`src/rtl/rv32i_instr_encoder.sv`:
```
// RV32I program loader: packs one mnemonic plus operands per request into a 32-bit
// instruction word and writes it to instruction memory at a sequential write pointer.
package fe_pkg;
  typedef enum logic [5:0] {
    ADD, SUB, SLL, SLT, SLTU, XOR, SRL, SRA, OR, AND,
    ADDI, SLTI, SLTIU, XORI, ORI, ANDI, SLLI, SRLI, SRAI,
    LB, LH, LW, LBU, LHU, SB, SH, SW,
    BEQ, BNE, BLT, BGE, BLTU, BGEU,
    JAL, JALR, ECALL, EBREAK, LUI, AUIPC, NULL
  } RV32I_INSTRUCTION_MNEMONIC_t;

  typedef enum logic [6:0] {
    OPC_LOAD   = 7'b0000011,
    OPC_OP_IMM = 7'b0010011,
    OPC_AUIPC  = 7'b0010111,
    OPC_STORE  = 7'b0100011,
    OPC_OP     = 7'b0110011,
    OPC_LUI    = 7'b0110111,
    OPC_BRANCH = 7'b1100011,
    OPC_JALR   = 7'b1100111,
    OPC_JAL    = 7'b1101111,
    OPC_SYSTEM = 7'b1110011
  } RV32I_OPCODE_t;
endpackage

module rv32i_instr_encoder
  import fe_pkg::*;
#(
  parameter int IMEM_ADDR_WIDTH = 10,
  parameter int BASE_ADDR       = 0
) (
  input  logic                          clk,
  input  logic                          rst_n,
  input  logic                          req_valid,
  output logic                          req_ready,
  input  RV32I_INSTRUCTION_MNEMONIC_t   req_mnemonic,
  input  logic [4:0]                    req_rd,
  input  logic [4:0]                    req_rs1,
  input  logic [4:0]                    req_rs2,
  input  logic [31:0]                   req_imm,
  input  logic                          load_addr_en,
  input  logic [IMEM_ADDR_WIDTH-1:0]    load_addr,
  output logic                          imem_we,
  output logic [IMEM_ADDR_WIDTH-1:0]    imem_addr,
  output logic [31:0]                   imem_wdata,
  input  logic                          imem_ready,
  output logic                          err_valid,
  output logic [1:0]                    err_code,
  output logic [IMEM_ADDR_WIDTH:0]      instr_count
);

  typedef enum logic [1:0] {IDLE, ENCODE, WRITE, ERROR} state_t;

  localparam logic [IMEM_ADDR_WIDTH:0] COUNT_MAX = '1;

  state_t                      state, state_next;
  RV32I_INSTRUCTION_MNEMONIC_t mn;
  logic [4:0]                  rd, rs1, rs2;
  logic [31:0]                 imm;
  logic [IMEM_ADDR_WIDTH-1:0]  wptr;
  logic [31:0]                 enc_word;
  logic [1:0]                  enc_err;
  logic [2:0]                  f3;
  logic                        alt;
  logic                        accept;
  logic                        fits12, fits13, fits21, shamt_ok, upper_ok;

  assign accept    = req_valid & req_ready;
  assign imem_addr = wptr;

  always_ff @(posedge clk or negedge rst_n) begin
    if (!rst_n) state <= IDLE;
    else        state <= state_next;
  end

  always_comb begin
    state_next = state;
    case (state)
      IDLE:    if (accept) state_next = ENCODE;
      ENCODE:  state_next = (enc_err == 2'b00) ? WRITE : ERROR;
      WRITE:   if (imem_ready) state_next = IDLE;
      ERROR:   state_next = IDLE;
      default: state_next = IDLE;
    endcase
  end

  always_comb begin
    req_ready = (state == IDLE) && !load_addr_en;
    imem_we   = (state == WRITE);
    err_valid = (state == ERROR);
  end

  // Sign-extension tests: the bits above each field must all equal its sign bit.
  assign fits12   = (imm[31:11] == '0) || (imm[31:11] == '1);
  assign fits13   = (imm[31:12] == '0) || (imm[31:12] == '1);
  assign fits21   = (imm[31:20] == '0) || (imm[31:20] == '1);
  assign shamt_ok = (imm[31:5] == '0);
  assign upper_ok = (imm[31:20] == '0);
  assign alt      = (mn == SUB) || (mn == SRA) || (mn == SRAI);

  always_comb begin
    f3 = 3'b000;
    case (mn)
      SLL, SLLI, LH, SH, BNE:             f3 = 3'b001;
      SLT, SLTI, LW, SW:                  f3 = 3'b010;
      SLTU, SLTIU:                        f3 = 3'b011;
      XOR, XORI, LBU, BLT:                f3 = 3'b100;
      SRL, SRA, SRLI, SRAI, LHU, BGE:     f3 = 3'b101;
      OR, ORI, BLTU:                      f3 = 3'b110;
      AND, ANDI, BGEU:                    f3 = 3'b111;
      default:                            f3 = 3'b000;
    endcase
  end

  // Misalignment is checked before range so that code 11 outranks code 10.
  always_comb begin
    enc_word = 32'h0;
    enc_err  = 2'b00;
    case (mn)
      ADD, SUB, SLL, SLT, SLTU, XOR, SRL, SRA, OR, AND:
        enc_word = {1'b0, alt, 5'b0, rs2, rs1, f3, rd, OPC_OP};
      ADDI, SLTI, SLTIU, XORI, ORI, ANDI: begin
        enc_word = {imm[11:0], rs1, f3, rd, OPC_OP_IMM};
        if (!fits12) enc_err = 2'b10;
      end
      SLLI, SRLI, SRAI: begin
        enc_word = {1'b0, alt, 5'b0, imm[4:0], rs1, f3, rd, OPC_OP_IMM};
        if (!shamt_ok) enc_err = 2'b10;
      end
      LB, LH, LW, LBU, LHU: begin
        enc_word = {imm[11:0], rs1, f3, rd, OPC_LOAD};
        if (!fits12) enc_err = 2'b10;
      end
      JALR: begin
        enc_word = {imm[11:0], rs1, 3'b000, rd, OPC_JALR};
        if (!fits12) enc_err = 2'b10;
      end
      SB, SH, SW: begin
        enc_word = {imm[11:5], rs2, rs1, f3, imm[4:0], OPC_STORE};
        if (!fits12) enc_err = 2'b10;
      end
      BEQ, BNE, BLT, BGE, BLTU, BGEU: begin
        enc_word = {imm[12], imm[10:5], rs2, rs1, f3, imm[4:1], imm[11], OPC_BRANCH};
        if (imm[0])       enc_err = 2'b11;
        else if (!fits13) enc_err = 2'b10;
      end
      JAL: begin
        enc_word = {imm[20], imm[10:1], imm[11], imm[19:12], rd, OPC_JAL};
        if (imm[0])       enc_err = 2'b11;
        else if (!fits21) enc_err = 2'b10;
      end
      ECALL:  enc_word = 32'h00000073;
      EBREAK: enc_word = 32'h00100073;
      LUI: begin
        enc_word = {imm[19:0], rd, OPC_LUI};
        if (!upper_ok) enc_err = 2'b10;
      end
      AUIPC: begin
        enc_word = {imm[19:0], rd, OPC_AUIPC};
        if (!upper_ok) enc_err = 2'b10;
      end
      default: enc_err = 2'b01;
    endcase
  end

  always_ff @(posedge clk or negedge rst_n) begin
    if (!rst_n) begin
      mn          <= NULL;
      rd          <= '0;
      rs1         <= '0;
      rs2         <= '0;
      imm         <= '0;
      imem_wdata  <= '0;
      err_code    <= '0;
      wptr        <= IMEM_ADDR_WIDTH'(BASE_ADDR);
      instr_count <= '0;
    end else begin
      if (accept) begin
        mn  <= req_mnemonic;
        rd  <= req_rd;
        rs1 <= req_rs1;
        rs2 <= req_rs2;
        imm <= req_imm;
      end
      if ((state == IDLE) && load_addr_en) wptr <= load_addr;
      if (state == ENCODE) begin
        if (enc_err == 2'b00) imem_wdata <= enc_word;
        else                  err_code   <= enc_err;
      end
      if ((state == WRITE) && imem_ready) begin
        wptr <= wptr + IMEM_ADDR_WIDTH'(1);
        if (instr_count != COUNT_MAX) instr_count <= instr_count + (IMEM_ADDR_WIDTH+1)'(1);
      end
    end
  end

endmodule

```
`config.mk`:
```
export PLATFORM = sky130hd
export DESIGN_NAME = rv32i_instr_encoder
export DESIGN_NICKNAME = d
export VERILOG_FILES = /design/src/rtl/rv32i_instr_encoder.sv
export SDC_FILE = /design/constraint.sdc
export NUM_CORES = 1
export LEC_CHECK = 0
export CAP_MARGIN = 20
export CORE_MARGIN = 5
export CORE_UTILIZATION = 30
export DETAILED_ROUTE_END_ITERATION = 6
export GPL_TIMING_DRIVEN = 0
export PLACE_DENSITY = 0.52
export SLEW_MARGIN = 20
export SYNTH_ARGS = -nofsm -noshare
export SYNTH_HDL_FRONTEND = slang
export SYNTH_SLANG_ARGS = --single-unit
```
`constraint.sdc`:
```
create_clock -name clk -period 2.9 [get_ports clk]
set_input_delay 0.435 -clock clk [delete_from_list [all_inputs] [get_ports clk]]
set_output_delay 0.435 -clock clk [all_outputs]
set_load 0.01 [all_outputs]
```
Yosys cells after proc, flatten, opt, wreduce, memory -nomap -nowiden
Memories as Yosys holds them, arrays and structs flattened.
Cells that the tools add are included.
Operators by class
  $add $sub $neg: 2
  eq/ne operators: 47
  reductions and logical operators: 30
  muxes and demuxes: 15
  bitwise operators: 2
Operators with widths (number)
  $pmux 32 s12: 1
  $eq 6x5->1 const B: 16
  $eq 6x4->1 const B: 8
  $eq 6x6->1 const B: 7
  $logic_not 27->1: 1
  $eq 6x3->1 const B: 4
  $eq 21x21->1 const B: 1
  $logic_not 21->1: 1
  $eq 20x20->1 const B: 1
  $logic_not 20->1: 1
  $mux 10: 2
  $mux 2: 9
  $reduce_or 15->1: 1
  $eq 12x12->1 const B: 1
  $eq 6x2->1 const B: 2
  $logic_not 12->1: 1
  $pmux 2 s6: 1
  $reduce_or 12->1: 1
  $reduce_or 6->1: 2
  $add 11x1->11 const B: 1
  $ne 11x11->1 const B: 1
  $add 10x1->10 const B: 1
  $reduce_or 10->1: 1
  $pmux 2 s4: 1
  18 further kinds: 30
Word-level totals
  bits in registers: 110
  memories: 1
  ROM bits: 192
Memory list
  (name not given): depth 64, bits a word 3, read ports 1, clocked after Yosys merged registers in 0, write ports 0, RTL line 103  | case (mn)

Longest topological paths before layout
  depth in word-level cells: 8
  mapped depth: 10

Worst setup path after synthesis
No wires, ideal clock.
  path kind: register -> register
  start point: reg mn[0]
  end point: reg imem_wdata[10]
  period minus slack after synthesis: 2.895 ns
  arrival time: 2.770 ns
  cell stages (with the launch flop): 11
  data required time: 2.775 ns
  path slack: 0.005 ns
  library setup time: 0.125 ns
  cells stage by stage: dfstp_2 > inv_1 > ha_1 > clkbuf_1 > nor4_2 > nor4_1 > a2111oi_1 > a31oi_1 > nand4_4 > buf_6 > mux2_4
Between the ends
  word-level cells in the longest chain between the ends: 5
RTL lines
  start, declared: RTL line 57  | RV32I_INSTRUCTION_MNEMONIC_t mn;
  start signal, assigned: RTL line 179  | mn <= req_mnemonic;
  $eq 6x5->1, or another cell as far along: RTL line 119  | case (mn)
  $reduce_or 15->1 (no source line), or another cell as far along
  $pmux 2 s6: RTL line 119
  $logic_not 2->1: RTL line 187  | if (enc_err == 2'b00) imem_wdata <= enc_word;
  $reduce_and 2->1 (no source line)
  end signal, assigned: RTL line 187
  end, declared: RTL line 45  | output logic [31:0] imem_wdata,
Parallel ways exist; a longest one is shown, timed or not.
A chain may end at the register's enable or synchronous reset.

Worst setup path in the final report
  start point: reg mn[3]
  end point: reg imem_wdata[6]
The elaborated chain is that of the path after synthesis.

==> qor.txt <==
Die Footprint = 0.0215 mm^2
Mapped Cells = 494
period utilisation layout = 101%
CP arrival = 3.16 ns
WL per Instance = 19.5 um
layout cells sized above 1 = 24.3%
kind of critical path = flip-flop to flip-flop
Die Y = 147 um
worst hold path class = input pin to async pin
grt total ovfl = 0
vias per cell = 5.26
Tightest Pin Transition = 0.861 ns
setup_tns = -0.100 ns
Post-synth ARST share = 100%
Mapped Area = 0.00560 mm^2
CTS Buffer Depth = 2
power per cell area = 1130 mW/mm^2
VDD IR max = 0.000456 V
initial antenna violation count = 0
Layout fillers = 1744
Final Setup Violations = 9
ANT nets after route = 0
area added between synthesis and finish = 42.9%
Hold WS = -0.00410 ns
Setup WS post-layout = -0.0224 ns
global-route wire length before repair = 27.2 mm
vias in the first global route = 4970
Static Leak = 0.00345 uW
FF-to-FF Start = mn[3]$_DFFE_PN0P_
hpwl dp = 12.4 mm
Critical Path End Type = flip-flop
failing checks = hold timing, setup timing
Yosys warnings = 0
row count = 50
Post-Place Setup Slack = -0.915 ns
final slew viol count = 0
Fin Clk Skew = 0.00864 ns
Routed WL = 17.5 mm
#FFs+latches synth = 109
synth unique cells = 61
Die W = 147 um
synth top area cells = dfrtp_1 (47%), mux2_2 (10%), mux2_4 (4.0%), mux2i_1 (3.0%), a222oi_1 (2.7%)
FF-to-FF End = imem_wdata[6]$_DFFE_PN0P_
Synth Flop Type = dfrtp_1
detailed-route via count = 4739
Max transition margin = 42.6%
Antenna Cells = 0
Worst Setup SP = mn[3]$_DFFE_PN0P_
clk sinks = 109
I/O pins = 126
syn avg cell area = 11.3 um^2
post-synthesis sequential area ratio = 48.8%
worst-skew pair later-pin latency = 0.36 ns
reg2reg setup slack = -0.02 ns
CTS buffer count = 9
leading area contributor after synthesis = dfrtp_1
status = finished, violations left
root buffer cell = clkbuf_16
TritonCTS clock tree = done
worst reg-to-reg path cell count = 9
top-area cell type share of the netlist area = 46.9%
WP data required = 3.14 ns
DR DRC count = 0
GRT Overall Usage = 16.1%
placer congestion estimate = 0.864
most numerous cell in the Yosys netlist = dfrtp_1
Core Util, Final = 43.2%
Setup crit end = imem_wdata[6]$_DFFE_PN0P_
Max-Cap Viols = 0
Clock transition at path regs = 0.08 ns
RSZ-0062 raised after global routing = yes
I/O Buffers = 125
pin count of the biggest net entering global routing = 67
CTS Hold Bufs = 0
DRT Pass-1 Iters = 7
1st-iter DRT viols = 436
minimum clock period = 2.92 ns
H-tree Lvls = 3
initial core utilization = 30.2%
largest fanout on the critical path = 10
Final nets = 740
final hold vios = 2
Post-synth EDFFs = 0
Fmax = 0.342 GHz
crit start category = flip-flop
commonest cells in the netlist = dfrtp_1 (105), mux2_2 (52), nand2_1 (30), nor2_1 (28), inv_1 (27)
core area = 0.0185 mm^2
post-synth net total = 572
## power breakdown
group | internal, uW | switching, uW | leakage [uW]
registers | 2210 | 684 | 0.00133
logic | 2610 | 2210 | 0.00197
clock network | 686 | 621 | 0.000150
total | 5510 | 3510 | 0.00345
## placed cells by master (no fill, tap or decap), drive strengths merged, types with 5 or more instances in the layout
cell           netlist  layout
a211oi               5       5
a21oi                8       8
a222oi              15      15
a22o                 9       9
and2                 7       7
and3                 5       5
buf                  7      42
clkbuf              19      26
clkdlybuf4s50        0     124
dfrtp              105     105
ha                  10      10
inv                 27      30
mux2                67      67
mux2i               17      17
nand2               30      30
nand2b               8       8
nand3               12      12
nand4                8       8
nor2                28      28
nor3                11      11
nor4                 8       8
o21ai               20      20
xnor2                5       5
## timing repair
item                                    4_1_cts  5_1_grt
gates cloned                                  1        0
gates resized for setup                      38       21
endpoints found under the setup margin       34       31
setup buffers                                24        9
pin swaps                                    10        3
## final cells by class
type	count	area (um^2)	share of cell area, %
Buffer	23	133	1.66
Clock buffer	9	225	2.81
Clock inverter	7	82.6	1.03
Inverter	27	106	1.33
Multi-Input combinational cell	332	2820	35.3
Sequential cell	109	2730	34.2
Tap cell	234	293	3.66
Timing Repair Buffer	160	1610	20.1
## metrics by stage
step / power [uW] / cells / instance area, um^2
after CTS: 8850 / 893 / 7890
after global placement: 6760 / 853 / 7140
after floorplan: 5210 / 494 / 5600
after detailed placement: 6820 / 854 / 7170
after global routing: 9540 / 901 / 8010
final: 9020 / 901 / 8010
## sequential cells by signal, summed over array words and instances, names as in the netlist
signal and count:
imem_addr 10, rd 5, imem_wdata 31, state 2, rs2 5, err_code 2
mn 6, rs1 5, imm 32, instr_count 11
## worst min path at each step
stage | from | to | slack, ns | cells past startpoint
final | rst_n | mn[3]$_DFFE_PN0P_ | -0.004 | 1
after global routing | rst_n | mn[3]$_DFFE_PN0P_ | 0.03 | 1
after CTS | rst_n | mn[3]$_DFFE_PN0P_ | 0.004 | 1
after detailed placement | rst_n | mn[3]$_DFFE_PN0P_ | 0.40 | 1
after global placement | err_code[1]$_DFFE_PN0P_ | err_code[1]$_DFFE_PN0P_ | 0.46 | 1
after floorplan | rst_n | err_code[0]$_DFFE_PN0P_ | 0.14 | 0
## metal layers
layer,track usage [%],wire (um)
met1,20.7,7530
met2,25.9,8330
met3,5.28,1300
met4,4.42,376
met5,0,0
## worst max-delay path, stage by stage (launching register included)
cell	delay, ns
dfrtp_1	0.43
clkbuf_1	0.47
nand3b_1	0.25
or3_4	0.41
and2_2	0.23
a31oi_4	0.24
nand4_4	0.17
buf_12	0.18
buf_16	0.14
mux2_4	0.29
## kinds of logic after synthesis
kind of cell / synth area share, %
flops: 48.8
xor+xnor: 1.41
mux: 17.9
compound gates: 12.2
fa+ha+maj: 2.23
simple gates: 13.5
buf+inv: 3.95
Power figures use the tool's default switching activity.
